**config.mk**
```make
export PLATFORM = sky130hd
export DESIGN_NAME = alu_seq_unit
export DESIGN_NICKNAME = d
export VERILOG_FILES = /design/src/rtl/alu_seq_unit.sv
export SDC_FILE = /design/constraint.sdc
export NUM_CORES = 1
export LEC_CHECK = 0
export CORE_ASPECT_RATIO = 0.8
export CORE_MARGIN = 5
export CORE_UTILIZATION = 50
export CTS_CLUSTER_DIAMETER = 200
export DETAILED_ROUTE_END_ITERATION = 12
export MAX_ROUTING_LAYER = met4
export PLACE_DENSITY = 0.77
export SLEW_MARGIN = 25
export SYNTH_ARGS = -nofsm -noshare
export SYNTH_HDL_FRONTEND = slang
export SYNTH_SLANG_ARGS = --single-unit
```
**constraint.sdc**
```tcl
create_clock -name clk -period 2.1 [get_ports clk]
set_input_delay 0.315 -clock clk [delete_from_list [all_inputs] [get_ports clk]]
set_output_delay 0.315 -clock clk [all_outputs]
set_load 0.005 [all_outputs]
```
**src/rtl/alu_seq_unit.sv**
```systemverilog
// Handshaked ALU with single-cycle logic/arith ops and bit-serial shifts.
// Optional zero/ovf flag outputs are built when ALU_SEQ_FLAGS_EN is defined.
//
// state   | meaning
// --------+------------------------------------------------------------
// S_IDLE  | req_ready high, waiting for a request
// S_SHIFT | shifting work_q one bit per cycle, cnt_q bits still to go
// S_DONE  | resp_valid high, out held until resp_ready
module alu_seq_unit #(
    parameter int WIDTH = 32,
    parameter int SHW   = 5
) (
    input  logic             clk,
    input  logic             rst_n,
    input  logic [WIDTH-1:0] a,
    input  logic [WIDTH-1:0] b,
    input  logic [SHW-1:0]   shamt,
    input  logic [3:0]       funct,
    input  logic             req_valid,
    output logic             req_ready,
    output logic             resp_valid,
    input  logic             resp_ready,
    output logic [WIDTH-1:0] out
`ifdef ALU_SEQ_FLAGS_EN
    ,
    output logic             zero,
    output logic             ovf
`endif
);

    typedef enum logic [1:0] {
        S_IDLE  = 2'd0,
        S_SHIFT = 2'd1,
        S_DONE  = 2'd2
    } state_t;

    state_t           state_q, state_d;
    logic [WIDTH-1:0] work_q, work_d;
    logic [WIDTH-1:0] out_q, out_d;
    logic [SHW-1:0]   cnt_q, cnt_d;
    logic [3:0]       op_q, op_d;
    logic [WIDTH-1:0] imm_res;
    logic [WIDTH-1:0] shift_one;
    logic             is_shift_req;
`ifdef ALU_SEQ_FLAGS_EN
    logic             zero_q, zero_d;
    logic             ovf_q, ovf_d;
    logic             imm_ovf;
`endif

    assign is_shift_req = (funct == 4'd6) || (funct == 4'd7) || (funct == 4'd8);

    // Shift opcodes only reach this path with shamt == 0, so they pass A through.
    always_comb begin
        imm_res = '0;
        case (funct)
            4'd0:    imm_res = a + b;
            4'd1:    imm_res = a - b;
            4'd2:    imm_res = a & b;
            4'd3:    imm_res = a | b;
            4'd4:    imm_res = a ^ b;
            4'd5:    imm_res = ~a;
            4'd6,
            4'd7,
            4'd8:    imm_res = a;
            default: imm_res = '0;
        endcase
    end

`ifdef ALU_SEQ_FLAGS_EN
    always_comb begin
        imm_ovf = 1'b0;
        case (funct)
            4'd0:    imm_ovf = (a[WIDTH-1] == b[WIDTH-1]) && (imm_res[WIDTH-1] != a[WIDTH-1]);
            4'd1:    imm_ovf = (a[WIDTH-1] != b[WIDTH-1]) && (imm_res[WIDTH-1] != a[WIDTH-1]);
            default: imm_ovf = 1'b0;
        endcase
    end
`endif

    always_comb begin
        shift_one = '0;
        case (op_q)
            4'd6:    shift_one = {work_q[WIDTH-2:0], 1'b0};
            4'd7:    shift_one = {work_q[WIDTH-1], work_q[WIDTH-1:1]};
            default: shift_one = {1'b0, work_q[WIDTH-1:1]};
        endcase
    end

    always_comb begin
        state_d = state_q;
        work_d  = work_q;
        out_d   = out_q;
        cnt_d   = cnt_q;
        op_d    = op_q;
`ifdef ALU_SEQ_FLAGS_EN
        zero_d  = zero_q;
        ovf_d   = ovf_q;
`endif
        case (state_q)
            S_IDLE: begin
                if (req_valid) begin
                    op_d = funct;
                    if (is_shift_req && (shamt != '0)) begin
                        state_d = S_SHIFT;
                        cnt_d   = shamt;
                        work_d  = a;
                    end else begin
                        state_d = S_DONE;
                        out_d   = imm_res;
`ifdef ALU_SEQ_FLAGS_EN
                        zero_d  = (imm_res == '0);
                        ovf_d   = imm_ovf;
`endif
                    end
                end
            end
            S_SHIFT: begin
                work_d = shift_one;
                cnt_d  = cnt_q - SHW'(1);
                if (cnt_q == SHW'(1)) begin
                    state_d = S_DONE;
                    out_d   = shift_one;
`ifdef ALU_SEQ_FLAGS_EN
                    zero_d  = (shift_one == '0);
                    ovf_d   = 1'b0;
`endif
                end
            end
            S_DONE: begin
                if (resp_ready) begin
                    state_d = S_IDLE;
                end
            end
            default: state_d = S_IDLE;
        endcase
    end

    always_ff @(posedge clk or negedge rst_n) begin
        if (!rst_n) begin
            state_q <= S_IDLE;
            work_q  <= '0;
            out_q   <= '0;
            cnt_q   <= '0;
            op_q    <= '0;
`ifdef ALU_SEQ_FLAGS_EN
            zero_q  <= 1'b0;
            ovf_q   <= 1'b0;
`endif
        end else begin
            state_q <= state_d;
            work_q  <= work_d;
            out_q   <= out_d;
            cnt_q   <= cnt_d;
            op_q    <= op_d;
`ifdef ALU_SEQ_FLAGS_EN
            zero_q  <= zero_d;
            ovf_q   <= ovf_d;
`endif
        end
    end

    assign req_ready  = (state_q == S_IDLE);
    assign resp_valid = (state_q == S_DONE);
    assign out        = out_q;
`ifdef ALU_SEQ_FLAGS_EN
    assign zero = zero_q;
    assign ovf  = ovf_q;
`endif

endmodule

```
Yosys cells after proc, flatten, opt, wreduce, memory -nomap -nowiden

Cells that the tools add are included.

Flip-flop bits (word level): 75
Input port bits: 77
Output and inout port bits: 34
Logic and storage cells: 59

$add $sub $neg: 3
Equal/unequal tests: 18
Muxes and demuxes: 17
Bitwise gates (word level): 4
Reduce and logical (&&, ||, !) cells: 12

Operators by type and width:

| kind                                                  | count |
|---|---|
| one-hot mux 32 bit (7 select lines)                   | 1 |
| one-hot mux 32 bit (2 select lines)                   | 3 |
| two-way mux 32 bit                                    | 5 |
| adder 32 bit                                          | 1 |
| AND 32 bit                                            | 1 |
| NOT 32 bit                                            | 1 |
| OR 32 bit                                             | 1 |
| subtractor 32 bit                                     | 1 |
| bitwise XOR 32 bit                                    | 1 |
| == test 4 x 3 -> 1 bit, second input constant         | 6 |
| two-way mux 5 bit                                     | 2 |
| one-hot mux 5 bit (2 select lines)                    | 1 |
| == test 4 x 2 -> 1 bit, second input constant         | 2 |
| two-way mux 2 bit                                     | 4 |
| inequality test 2 bit, second input constant          | 3 |
| one-hot mux 2 bit (3 select lines)                    | 1 |
| AND reduction 3 bit                                   | 2 |
| == test 5 x 1 -> 1 bit, second input constant         | 1 |
| nonzero test 5 bit                                    | 1 |
| subtractor 5 x 1 -> 5 bit, second input constant      | 1 |
| == test 4 x 1 -> 1 bit, second input constant         | 1 |
| == test 4 bit, second input constant                  | 1 |
| logical NOT 4 bit                                     | 1 |
| inequality test 2 x 1 -> 1 bit, second input constant | 2 |
| other kinds (9)                                       | 10 |

Longest topological paths before layout

Gate-level depths: netlist of run 1.

Depth in word-level cells: 7
Gate-level depth with buffers: 18
Mapped depth without buffers: 18

Least setup slack after synthesis of run 1

Ideal clock, no wire load.

Path type: input-to-reg
Start point: in b[14]
End point: reg out_q[28] (netlist: out[28])
Setup time: 0.125 ns
Arrival: 3.841 ns
Required time: 1.975 ns
Path slack: -1.866 ns
Stages: 16
Buffers on the path: 1
Path through: or4_4 or4_4 nor2_4 a41oi_1 xnor2_1 ha_1 clkbuf_1 a21o_1 a21o_1 a21o_1 a21oi_1 o21ai_0 and2_1 or4_1 a311oi_1 nor2_1

Cells in the longest elaborated chain, start to end: 5
Elaborated cells on any way between the ends: 6
Those cells by class: add/sub (2); mux (4)

Ends and longest elaborated chain:

| what                                              | line   | source |
|---|---|---|
| from (decl)                                       | 16     | `input logic [WIDTH-1:0] b,` |
| subtractor 32 bit or adder 32 bit (tied branches) | 58, 57 |  |
| one-hot mux 32 bit (7 select lines) *             | 56     | `case (funct)` |
| two-way mux 32 bit *                              | 104    | `if (is_shift_req && (shamt != '0)) begin` |
| two-way mux 32 bit *                              | 102    | `if (req_valid) begin` |
| one-hot mux 32 bit (2 select lines) *             | 100    | `case (state_q)` |
| to (signal assigned)                              | 153    | `out_q <= out_d;` |
| to (decl)                                         | 39     | `logic [WIDTH-1:0] out_q, out_d;` |

Every way passes the cells marked *; elsewhere a longest branch is shown, timed or not. The select of a mux whose other input is x is not followed.
A chain may end at the register's enable or synchronous reset.

Final worst setup path of run 1

Start point: in b[14]
End point: reg out_q[29] (netlist: out[29])

The elaborated chain is that of the path after synthesis.

==> key figures, run 1 <==
Outcome
  • Status: complete, but fails checks
  • Failing checks: setup timing

Routing
  • Routed vias: 11430
  • DRT iter0 DRCs: 1855
  • Final WL: 42310 um
  • DR WL/cell: 25.15 um
  • DRC Markers: 0
  • First-pass detailed-route iteration total: 6
  • Antenna Nets Post-Route: 0
  • Vias/cell: 6.797

Die
  • Rows: 41
  • Top Ports: 111
  • Chip Height: 123.1 um
  • Die Width: 151.3 um
  • Core Region: 15750 sq um
  • Total Die Area: 18620 sq um
  • Initial core utilization: 50.73%

Logic synthesis
  • Post-Syn Area per Cell: 7.545 sq um
  • Count leader, synth: nand2_1
  • Ys async rst share: 100.0%
  • Ys flop type: dfrtp_1
  • Seq/Total Area, Yosys: 23.49%
  • Leading area contributor after synthesis: dfrtp_1
  • Syn Inst Count: 1059
  • Number of synthesized flops with an enable pin: 0
  • Distinct cells, synth: 70
  • Cell area after synthesis: 7990 sq um
  • Ranking of synthesized cells by area: dfrtp_1, ha_1, nand2_1, a21oi_1, o21ai_0
  • Post-synthesis register bit count: 75
  • Most frequent cells after synthesis: nand2_1, a21oi_1, ha_1
  • Syn nets: 1235
  • Share of the synthesized area in the top cell type: 23.49%
  • Warnings from Yosys: 0

Critical path
  • Crit path to: out[29]
  • CP Launch Point: b[14]
  • R2r setup slk: -0.16 ns
  • Reg-to-Reg Start: state_q[1]
  • CP arrival: 3.98 ns
  • CP required: 2.31 ns
  • Worst R2R End: out[31]
  • Crit path kind: in -> reg
  • R2R depth: 9
  • CP max FO: 4
  • CP endpoint kind: flop
  • Element type at the critical path start: input pin

Layout
  • Final #Nets: 1637
  • Share of cells above drive strength 1: 37.59%
  • Non-filler instance count after layout: 1682
  • Layout area overhead: 67.69%

Timing
  • Fin. Hold Viols: 0
  • Max Clock Skew: 0.01356 ns
  • RSZ-0062 raised after global routing: yes
  • Final setup viols: 36
  • Slew HR: 58.40%
  • FMAX: 265.1 MHz
  • Slew Viols, Final: 0
  • Tmin final: 3.772 ns
  • WHS: 0.3871 ns
  • Final setup margin: -1.672 ns
  • Worst Tran Pin Value: 0.6224 ns
  • Final period utilization: 179.6%

Pwr
  • P_sw: 4.410 mW
  • Switching share of power: 42.87%
  • PwrDens: 767.7 nW/um^2
  • Internal power: 5.877 mW
  • Maximum vdd drop: 0.5200 mV
  • Logic pwr share: 57.5%
  • PnR Total Power: 10.29 mW
  • Share of power burned in registers: 26.9%
  • Clk pwr share: 15.6%
  • Static leakage: 6.218 nW

Global routing
  • Largest net degree at the start of global routing: 70
  • Initial antenna violation count: 1
  • GR Util All Layers: 38.84%
  • GR Overflow Total: 0
  • Vias in the first global route: 10330
  • First-pass GRT wire length: 54650 um

Place
  • Final GP Congestion: 1.024
  • Buffers on Ports: 110
  • Total placed cells including tap cells: 1609
  • Post-DP HPWL: 24600 um

CTS
  • Clock Pin Slew Worst Setup and Hold Paths: 0.06 ns
  • CTS Buf Count: 9
  • CTS Root Buffer Type: clkbuf_16
  • H-tree depth: 3
  • Clk buf depth: 2
  • CTS tree: done
  • Clock Sinks: 75
  • Skew-Pair Late Insertion Delay: 0.36 ns

Min path
  • Hold Path Class: in -> reg

Run
  • MaxCap Viol Count: 0
==> power by group through the flow <==
stage | Sequential (mW) | Clock (mW) | Combinational [mW]
CTS | 2.64 | 1.55 | 5.09
global route | 2.79 | 1.64 | 6.22
floorplan | 2.53 | 0 | 2.29
global placement | 2.62 | 0 | 4.45
detailed placement | 2.65 | 0 | 4.58
finish | 2.77 | 1.61 | 5.91
==> repair_timing <==
action / in CTS / in global routing
setup endpoints to repair: 70 / 68
gates cloned: 3 / 2
endpoints found under the hold margin: 36 / 0
pin swaps: 93 / 106
hold buffers: 1 / 0
gates resized for setup: 217 / 125
setup buffers: 33 / 34
==> cell usage in the layout (no fill, tap or decap), types with 6 or more instances in the layout <==
| cell | instances |
|---|---|
| buf_4 | 280 |
| nand2_1 | 165 |
| ha_1 | 89 |
| clkdlybuf4s50_1 | 85 |
| a21oi_1 | 84 |
| dfrtp_1 | 75 |
| inv_1 | 69 |
| o21ai_0 | 49 |
| nor2_1 | 48 |
| buf_6 | 44 |
| o21ai_1 | 34 |
| xnor2_1 | 28 |
| a21oi_2 | 26 |
| a221oi_1 | 20 |
| buf_12 | 16 |
| a21o_1 | 15 |
| o221ai_1 | 15 |
| a31oi_1 | 14 |
| xnor2_2 | 13 |
| nor3_1 | 12 |
| o21ai_2 | 12 |
| clkbuf_16 | 10 |
| nor2_4 | 9 |
| xor2_1 | 9 |
| nand3_1 | 8 |
| o211ai_1 | 8 |
| o31ai_1 | 7 |
| and3_1 | 7 |
| a221o_1 | 7 |
| a221oi_2 | 7 |
| o31ai_4 | 6 |
| o221ai_2 | 6 |
| buf_2 | 6 |
==> cells by family after synthesis <==
group | count (synthesis) | share of synthesized area [%]
adder cells (fa/ha/maj) | 99 | 15.60
AO/OA/AOI/OAI | 363 | 28.86
multiplexers | 9 | 1.190
AND/OR/NAND/NOR | 330 | 18.76
buffers and inverters | 131 | 6.405
XOR/XNOR | 52 | 5.700
flip-flops | 75 | 23.49
==> worst max-delay path, cell delays in order <==
cell	delay, ns
buf_6	0.09
or4_4	0.53
or4_4	0.47
buf_6	0.14
nor2_4	0.12
nor2_1	0.08
xnor2_1	0.18
ha_2	0.33
a21o_1	0.18
a211oi_2	0.22
o21ai_1	0.10
a22o_1	0.27
a311oi_2	0.22
buf_4	0.18
xnor2_1	0.08
a221oi_2	0.31
o21ai_1	0.14
==> per-layer routing <==
metal  global-route usage, %  routed length (um)  vias up
met2                   56.76               17870     1137
li1                        -                   -     4637
met3                   9.784                6410      376
met4                   14.72                3161        0
met1                   51.98               14870     5282
met5                       -                   0        -
==> registers in the layout (all words and copies together) (netlist names) <==
| register | count |
|---|---|
| cnt_q | 5 |
| out | 32 |
| work_q | 32 |
| op_q | 4 |
| state_q | 2 |
==> worst min path at each step <==
stage | slack, ns | depth (start not counted) | endpoint | start
after global placement | 0.32 | 1 | out[4] | rst_n
after floorplan | 0.02 | 0 | cnt_q[0] | rst_n
after global routing | 0.40 | 4 | cnt_q[3] | shamt[3]
final | 0.39 | 4 | cnt_q[3] | shamt[3]
after CTS | 0.38 | 3 | op_q[1] | funct[1]
after detailed placement | 0.32 | 1 | out[4] | rst_n
==> layout make-up <==
cell class | instances | area, sq um
multi-input combinational | 854 | 6674
timing repair buffer | 446 | 3994
fill | 785 | 2350
sequential | 75 | 1877
inverter | 75 | 295.3
tap | 215 | 269.0
clock buffer | 12 | 236.5
clock inverter | 4 | 51.30
antenna | 1 | 2.502
==> metrics by stage <==
step / instance area [sq um] / utilization, % / setup WS [ns] / TNS, ns
global placement: 11540 / 73.30 / -2.259 / -68.37
global route: 13400 / 85.08 / -1.744 / -35.06
detailed placement: 11540 / 73.30 / -2.326 / -71.76
floorplan: 8178 / - / -1.777 / -28.05
finish: 13400 / 85.08 / -1.672 / -32.94
CTS: 12720 / 80.75 / -1.522 / -26.83
No activity file was read; power rests on OpenSTA's default activity.
==> run 2, diff against run 1 <==
--- a/config.mk
+++ b/config.mk
@@ -9,6 +9,7 @@
 export CORE_MARGIN = 5
 export CORE_UTILIZATION = 50
 export CTS_CLUSTER_DIAMETER = 200
+export CTS_CLUSTER_SIZE = 28
 export DETAILED_ROUTE_END_ITERATION = 12
 export MAX_ROUTING_LAYER = met4
 export PLACE_DENSITY = 0.77
==> results of run 2 <==
Final layout, timing and power as in run 1 (identical DEF).
